===== src/rtl/hex_display_pkg.sv =====
// Shared types and segment constants for the seven-segment display controller.
// Segment patterns are active-low, bit 6 = g ... bit 0 = a.
package hex_display_pkg;

  typedef enum logic [1:0] {
    IDLE  = 2'd0,
    SHIFT = 2'd1,
    DONE  = 2'd2
  } state_e;

  localparam logic [6:0] SEG_BLANK = 7'b1111111;
  localparam logic [6:0] SEG_DASH  = 7'b0111111;

  localparam logic [6:0] SEG_TABLE [16] = '{
    7'b1000000, 7'b1111001, 7'b0100100, 7'b0110000,
    7'b0011001, 7'b0010010, 7'b0000010, 7'b1111000,
    7'b0000000, 7'b0010000, 7'b0001000, 7'b0000011,
    7'b1000110, 7'b0100001, 7'b0000110, 7'b0001110
  };

endpackage


===== src/rtl/hex_display_ctrl_decoder.sv =====
// Combinational nibble to active-low seven-segment decoder.
module hex_digit_decoder
  import hex_display_pkg::*;
(
  input  logic [3:0] digit_i,
  output logic [6:0] seg_o
);

  always_comb seg_o = SEG_TABLE[digit_i];

endmodule


===== src/rtl/hex_display_ctrl.sv =====
// Binary to hex/decimal seven-segment display controller; decimal conversion
// runs a serial double-dabble, one bit per cycle.
module hex_display_ctrl
  import hex_display_pkg::*;
#(
  parameter int NDIGITS = 6,
  parameter int WIDTH   = 20
) (
  input  logic             clk,
  input  logic             reset,
  input  logic             start,
  input  logic [WIDTH-1:0] value,
  input  logic             hex_mode,
  input  logic             blank_lz,
  output logic             busy,
  output logic             done,
  output logic             overflow,
  output logic [6:0]       leds [NDIGITS]
);

  localparam int CNT_W = $clog2(WIDTH + 1);
  localparam int BCD_W = 4 * NDIGITS;
  localparam logic [63:0] DEC_LIMIT = 64'(10 ** NDIGITS);

  state_e             state_q;
  logic [CNT_W-1:0]   cnt_q;
  logic [BCD_W-1:0]   bcd_q, bcd_d, bcd_adj;
  logic [WIDTH-1:0]   bin_q;
  logic               blank_q, ovf_pend_q;
  logic               done_q, ovf_q;
  logic [6:0]         leds_q   [NDIGITS];
  logic [6:0]         leds_d   [NDIGITS];
  logic [6:0]         seg_raw  [NDIGITS];
  logic [63:0]        val_ext;
  logic               cap_ovf;

  assign val_ext = 64'(value);

  always_comb begin
    if (hex_mode) cap_ovf = |(val_ext >> BCD_W);
    else          cap_ovf = (val_ext >= DEC_LIMIT);
  end

  always_comb begin
    bcd_adj = '0;
    for (int unsigned i = 0; i < NDIGITS; i++) begin
      if (bcd_q[4*i +: 4] >= 4'd5) bcd_adj[4*i +: 4] = bcd_q[4*i +: 4] + 4'd3;
      else                         bcd_adj[4*i +: 4] = bcd_q[4*i +: 4];
    end
    bcd_d = {bcd_adj[BCD_W-2:0], bin_q[WIDTH-1]};
  end

  for (genvar g = 0; g < NDIGITS; g++) begin : g_dec
    hex_digit_decoder u_dec (
      .digit_i (bcd_q[4*g +: 4]),
      .seg_o   (seg_raw[g])
    );
  end

  // A digit is a leading zero when it and every digit above it are zero;
  // digit 0 is never blanked so a zero value still reads "0".
  always_comb begin
    for (int unsigned i = 0; i < NDIGITS; i++) begin
      leds_d[i] = seg_raw[i];
      if (ovf_pend_q)
        leds_d[i] = SEG_DASH;
      else if (blank_q && (i != 0) && ((bcd_q >> (4*i)) == '0))
        leds_d[i] = SEG_BLANK;
    end
  end

  always_ff @(posedge clk) begin
    if (reset) begin
      state_q    <= IDLE;
      cnt_q      <= '0;
      bcd_q      <= '0;
      bin_q      <= '0;
      blank_q    <= 1'b0;
      ovf_pend_q <= 1'b0;
      done_q     <= 1'b0;
      ovf_q      <= 1'b0;
      for (int unsigned i = 0; i < NDIGITS; i++) leds_q[i] <= SEG_BLANK;
    end else begin
      done_q <= 1'b0;
      unique case (state_q)
        IDLE: begin
          if (start) begin
            blank_q    <= blank_lz;
            ovf_pend_q <= cap_ovf;
            cnt_q      <= '0;
            if (hex_mode) begin
              bcd_q   <= val_ext[BCD_W-1:0];
              state_q <= DONE;
            end else begin
              bcd_q   <= '0;
              bin_q   <= value;
              state_q <= SHIFT;
            end
          end
        end
        SHIFT: begin
          bcd_q <= bcd_d;
          bin_q <= bin_q << 1;
          cnt_q <= cnt_q + CNT_W'(1);
          if (cnt_q == CNT_W'(WIDTH - 1)) state_q <= DONE;
        end
        DONE: begin
          leds_q  <= leds_d;
          ovf_q   <= ovf_pend_q;
          done_q  <= 1'b1;
          state_q <= IDLE;
        end
        default: state_q <= IDLE;
      endcase
    end
  end

  assign busy     = (state_q != IDLE);
  assign done     = done_q;
  assign overflow = ovf_q;
  assign leds     = leds_q;

endmodule


===== config.mk =====
export PLATFORM = sky130hd
export DESIGN_NAME = hex_display_ctrl
export DESIGN_NICKNAME = d
export VERILOG_FILES = /design/src/rtl/hex_display_pkg.sv /design/src/rtl/hex_display_ctrl_decoder.sv /design/src/rtl/hex_display_ctrl.sv
export SDC_FILE = /design/constraint.sdc
export NUM_CORES = 1
export LEC_CHECK = 0
export CORE_MARGIN = 5
export CORE_UTILIZATION = 45
export CTS_CLUSTER_SIZE = 16
export DETAILED_ROUTE_END_ITERATION = 12
export GPL_ROUTABILITY_DRIVEN = 0
export GPL_TIMING_DRIVEN = 0
export PLACE_DENSITY = 0.67
export REMOVE_ABC_BUFFERS = 1
export SLEW_MARGIN = 10
export SYNTH_ARGS = -nofsm -noshare
export SYNTH_HDL_FRONTEND = slang
export SYNTH_SLANG_ARGS = --single-unit

===== constraint.sdc =====
create_clock -name clk -period 5.55 [get_ports clk]
set_clock_uncertainty 0.2 [all_clocks]
set_input_delay 1.665 -clock clk [delete_from_list [all_inputs] [get_ports clk]]
set_output_delay 1.665 -clock clk [all_outputs]
set_load 0.05 [all_outputs]

Yosys cells after proc, flatten, opt, wreduce, memory -nomap -nowiden

Memories as Yosys holds them, arrays and structs flattened.
Cells that the tools add are included.

Add/sub/neg operators: 7
Magnitude comparators: 13
Divide/modulo/power cells: 0
Equality and inequality tests: 6
$mul: 0
Reductions and logical operators: 17
Multiplexer cells: 43
Shift-type cells: 0
Bitwise gates (word level): 6

Operator list:

| cell                                                | count |
|---|---|
| two-way mux 7 bit                                   | 23 |
| logical NOT 24 bit                                  | 5 |
| two-way mux 20 bit                                  | 3 |
| case mux 24 bit (2 select lines)                    | 1 |
| case mux 20 bit (2 select lines)                    | 1 |
| >= comparator 5 bit, second input constant          | 6 |
| NOT 4 -> 5 bit                                      | 6 |
| >= comparator 4 x 3 -> 1 bit, second input constant | 6 |
| two-way mux 24 bit                                  | 1 |
| adder 4 x 2 -> 4 bit, second input constant         | 5 |
| >= comparator 20 bit, second input constant         | 1 |
| two-way mux 4 bit                                   | 5 |
| case mux 5 bit (2 select lines)                     | 1 |
| two-way mux 2 bit                                   | 3 |
| inequality test 2 bit, second input constant        | 3 |
| AND reduction 2 bit                                 | 3 |
| adder 5 x 1 -> 5 bit, second input constant         | 1 |
| == test 5 bit, second input constant                | 1 |
| logical AND 1 bit                                   | 5 |
| two-way mux 5 bit                                   | 1 |
| case mux 2 bit (2 select lines)                     | 1 |
| nonzero test 2 bit                                  | 2 |
| adder 3 x 2 -> 3 bit, second input constant         | 1 |
| two-way mux 3 bit                                   | 1 |
| 5 further kinds                                     | 6 |

Register bits after elaboration: 97
Logic and storage cells: 112
Memories kept: 6
ROM bits: 672
Output and inout port bits: 45
Bits in writable memories: 0
Latch bits: 0
Bits of input ports: 25

Memories:

| name             | words | bits a word | read ports | clocked after Yosys merged registers in | write ports | RTL line                      | text |
|---|---|---|---|---|---|---|---|
| (name not given) | 16    | 7           | 1          | 0                                       | 0           | hex_display_ctrl_decoder.sv:9 | `always_comb seg_o = SEG_TABLE[digit_i];` |
| (name not given) | 16    | 7           | 1          | 0                                       | 0           | hex_display_ctrl_decoder.sv:9 |  |
| (name not given) | 16    | 7           | 1          | 0                                       | 0           | hex_display_ctrl_decoder.sv:9 |  |
| (name not given) | 16    | 7           | 1          | 0                                       | 0           | hex_display_ctrl_decoder.sv:9 |  |
| (name not given) | 16    | 7           | 1          | 0                                       | 0           | hex_display_ctrl_decoder.sv:9 |  |
| (name not given) | 16    | 7           | 1          | 0                                       | 0           | hex_display_ctrl_decoder.sv:9 |  |

Depth between registers and ports, before layout

Gate-level depths: netlist (run 1).

Depth after elaboration: 6
Mapped depth: 7
Depth with buffers taken out: 6

By module

Synthesis (run 1) repeated with hierarchy kept, for this count alone.

Cell total of the unflattened synthesis: 697
Area total of the unflattened synthesis: 6,083.3 um2

By module, submodules not included:

| module                                 | sequential area each (um2) | area an instance (um2) | instances | cells an instance |
|---|---|---|---|---|
| hex_display_ctrl                       | 1,941.9                    | 4,449.3                | 1         | 499 |
| hex_digit_decoder (g_dec[0].u_dec ...) | 0.0                        | 275.3                  | 2         | 32 |
| hex_digit_decoder (g_dec[2].u_dec ...) | 0.0                        | 269.0                  | 2         | 33 |
| hex_digit_decoder (g_dec[4].u_dec)     | 0.0                        | 274.0                  | 1         | 33 |
| hex_digit_decoder (g_dec[1].u_dec)     | 0.0                        | 271.5                  | 1         | 35 |

Worst setup path after synthesis (run 1)

Ideal clock, no wire load.

Path kind: input port to flip-flop
From: input port reset
To: register leds_q (netlist bit leds[14])
Data required time: 5.233 ns
Stages: 6
Path buffers: 2
Data arrival time: 2.900 ns
Library setup time: 0.117 ns
Path slack: 2.333 ns
Cells stage by stage: clkbuf_1 -> or4b_1 -> clkbuf_1 -> a31oi_2 -> nand2_1 -> o22a_1

RTL lines:

| what                 | RTL line                | text |
|---|---|---|
| from (decl)          | hex_display_ctrl.sv:10  | `input logic reset,` |
| to (signal assigned) | hex_display_ctrl.sv:108 | `leds_q <= leds_d;` |
| to (decl)            | hex_display_ctrl.sv:31  | `logic [6:0] leds_q [NDIGITS];` |

Worst setup path in the final report (run 1)

From: input port start
To: register ovf_pend_q

Cells in the longest elaborated chain, start to end: 1

Ends and longest elaborated chain:

| what                                 | RTL line               | text |
|---|---|---|
| from (decl)                          | hex_display_ctrl.sv:11 | `input logic start,` |
| AND reduction 2 bit (no source line) | --                     |  |
| to (signal assigned)                 | hex_display_ctrl.sv:89 | `ovf_pend_q <= cap_ovf;` |
| to (decl)                            | hex_display_ctrl.sv:29 | `logic blank_q, ovf_pend_q;` |

Every way passes these cells.
A chain may end at the register's enable or synchronous reset.

==> results of run 1 <==
==> placed cells by master (no fill, tap or decap), drive strengths merged, types with 10 or more instances in the layout <==
master	instances
a211oi	15
mux2i	12
o21ai	43
nand2b	16
a31oi	22
nand2	72
dfxtp	97
a311oi	21
clkdlybuf4s50	68
nor2	93
a21oi	53
clkbuf	10
inv	21
ha	37
nor3	20
==> through the flow <==
step / setup TNS, ns / total power (uW)
3_3_place_gp: -2.13 / 1330
4_1_cts: 0 / 2070
3_5_place_dp: 0 / 1340
5_1_grt: 0 / 2160
2_1_floorplan: 0 / 1170
6_report: 0 / 2060
==> worst max path at each step <==
stage | from | to | slack, ns | cells past startpoint
after global placement | reset | leds[17] | -0.34 | 5
final | start | ovf_pend_q | 1.62 | 5
after detailed placement | start | bin_q[16] | 1.25 | 5
after global routing | start | bin_q[10] | 1.39 | 5
after CTS | start | bin_q[16] | 1.63 | 5
after floorplan | start | ovf_pend_q | 2.26 | 4
==> area by class of cell <==
| type | instances | area share, % |
|---|---|---|
| multi-input combinational | 531 | 50.7 |
| sequential | 97 | 29.1 |
| timing repair buffer | 70 | 10.6 |
| clock buffer | 10 | 3.59 |
| tap | 168 | 3.15 |
| clock inverter | 6 | 1.69 |
| inverter | 20 | 1.13 |
==> sequential cells by signal, indices dropped and copies added (netlist names) <==
name	count
cnt_q	5
bin_q	20
ovf_pend_q	1
bcd_q	24
state_q	2
overflow	1
done	1
leds	42
blank_q	1
==> layer usage <==
metal | track usage [%] | up-vias | wire, um
met5 | 0 | - | 0
met4 | 6.86 | 0 | 290
met3 | 4.04 | 22 | 773
met2 | 32.1 | 132 | 6750
met1 | 26.5 | 2448 | 6730
li1 | - | 2605 | -
==> power by group <==
group	internal [uW]	leakage, uW	switching (uW)
Sequential	754	0.000795	77.7
Clock	454	0.000173	279
Combinational	191	0.00149	307
==> cell families (layout without fill, tap and decap cells) <==
kind of cell / after synthesis / in the layout / share of synthesized area (%)
compound gates: 226 / 226 / 27.0
xor+xnor: 7 / 7 / 1.09
fa+ha+maj: 37 / 37 / 8.21
buf+inv: 83 / 106 / 5.83
flops: 97 / 97 / 34.4
mux: 20 / 20 / 3.93
simple gates: 241 / 241 / 19.5
==> cells in the mapped netlist (5+ instances only) <==
| library cell | count |
|---|---|
| a2111oi_0 | 6 |
| a211o_1 | 8 |
| a211oi_1 | 15 |
| a21o_1 | 6 |
| a21oi_1 | 53 |
| a221oi_1 | 9 |
| a22oi_1 | 7 |
| a311oi_1 | 21 |
| a31oi_1 | 21 |
| a32oi_1 | 9 |
| buf_2 | 8 |
| clkbuf_1 | 50 |
| dfxtp_1 | 97 |
| ha_1 | 37 |
| inv_1 | 20 |
| mux2_2 | 7 |
| mux2i_1 | 12 |
| nand2_1 | 72 |
| nand2b_1 | 16 |
| nand3_1 | 7 |
| nor2_1 | 92 |
| nor2b_1 | 6 |
| nor3_1 | 20 |
| o21ai_0 | 43 |
| o22a_1 | 6 |
| o31ai_1 | 5 |
==> critical path, cell delays in order <==
cell and delay (ns):
clkdlybuf4s50_1 0.64, or3b_1 0.56, or2_1 0.54, or3_1 0.48, o22ai_2 0.11
==> flow_summary.ini, run 1 <==
[logic_synthesis]
yosysWarningCount = 0
syn_inst = 711
netlist_area_um2 = 5640
syn_area_per_cell_um2 = 7.93
ys_types = 59
synthTopCellsByArea = dfxtp_1 34%, ha_1 8.2%, nor2_1 6.1%, nand2_1 4.8%, a21oi_1 4.7%
yosysTopAreaCell = dfxtp_1
yosys.area.top_type_share_pct = 34.4
ys_seq_area_share_pct = 34.4
synth-seq-cells = 97
synthArstFlopShare_pct = 0
synth_ff_type = dfxtp_1
synth_enable_flop_cells = 0

[sta]
rsz0062_at_grt = no
worst_slew_pin_slew_ns = 0.996
finalCritPeriodShare_pct = 70.8
maxSlewViolCount = 0
hold_viol = 0
max_freq_mhz = 255
finalSetupViolations = 0
post-route-min-period_ns = 3.93
slew_headroom_pct = 33.4
setup_slack_ns = 1.62
timing.hold.ws_ns = 0.260

[die]
die_h_um = 122
core_area_um2 = 12200
num_rows = 40
pin_count = 70
die_area_um2 = 14900
fp.dieW_um = 122
initial_core_util_pct = 46.4

[layout]
antenna_cells = 0
layout.cells.non_filler = 902
final_util_pct = 54.8
syn_to_final_growth_pct = 18.2
layout-drive-gt1-share_pct = 5.31
regArea_um2 = 1940
fillers = 1160
multi_input_area_um2 = 3380
design_area_um2 = 6670
final_nets = 791

[clock_network]
clockRootBuffer = clkbuf_16
cts_hold_buf = 0
cts_setup_buffers = 0
cts_max_level = 3
cts_tree = done
path_clk_slew_ns = 0.07
clk_path_buf_depth = 2
clock-sinks = 97
postCtsResizedCells = 0
cts_buffers = 9
clk_latency_ns = 0.35

[setup_path]
rr_endpoint = bcd_q[9]
timing.rr.start = state_q[1]
rrSetupSlack_ns = 2.64
end_kind = register
criticalPathCategory = in -> reg
reg2reg_depth = 5
cp_data_arrival_time_ns = 4.02
worst_setup_path_start_kind = primary input
critPathMaxFanout = 21
required_ns = 5.64

[placement]
place_inst = 886
postPlaceCellArea_um2 = 6310
post-dp-hpwl_mm = 10.1
port_buffers = 69
pre_cts_ws_ns = 1.25

[status]
outcome = finished clean

[flow_run]
cap_violations = 0

[power]
p_leak_uw = 0.00246
ir_worst_vdd_mv = 0.141
powerDensity_nw_per_um2 = 310

[worst_hold_path]
holdPathStages = 2
hold_class = reg -> reg
worstHoldStart = overflow
min_to = overflow

[global_route]
grt_first_pass_wirelength_mm = 24.0
grt_max_degree = 81
grt_pass1_vias = 4871
grt.total_usage_pct = 19.9
overflow = 0
antenna_found_initial = 0

[routing]
drcViolationCount = 0
vias = 5207
drt_iter0_drc = 376
drt_wl_total_mm = 14.5
first_pass_iters = 5
viasPerCell = 5.77
wl_per_cell_um = 16.1
antenna_left = 0
No activity file was read; power rests on OpenSTA's default activity.
==> run 2, diff against run 1 <==
==> constraint.sdc (replaced) <==
create_clock -name clk -period 3.7 [get_ports clk]
set_clock_uncertainty 0.2 [all_clocks]
set_input_delay 1.11 -clock clk [delete_from_list [all_inputs] [get_ports clk]]
set_output_delay 1.11 -clock clk [all_outputs]
set_load 0.05 [all_outputs]
==> results of run 2 <==
The final DEF is identical to that of run 1. Status: finished clean.
Main changes from that run: setup slack after placement 1.25 ns -> -0.0423 ns; setup slack after layout 1.62 ns -> 0.328 ns; register-to-register setup slack 2.64 ns -> 0.79 ns; total power 2060 uW -> 3100 uW; worst IR drop on VDD 0.141 mV -> 0.212 mV
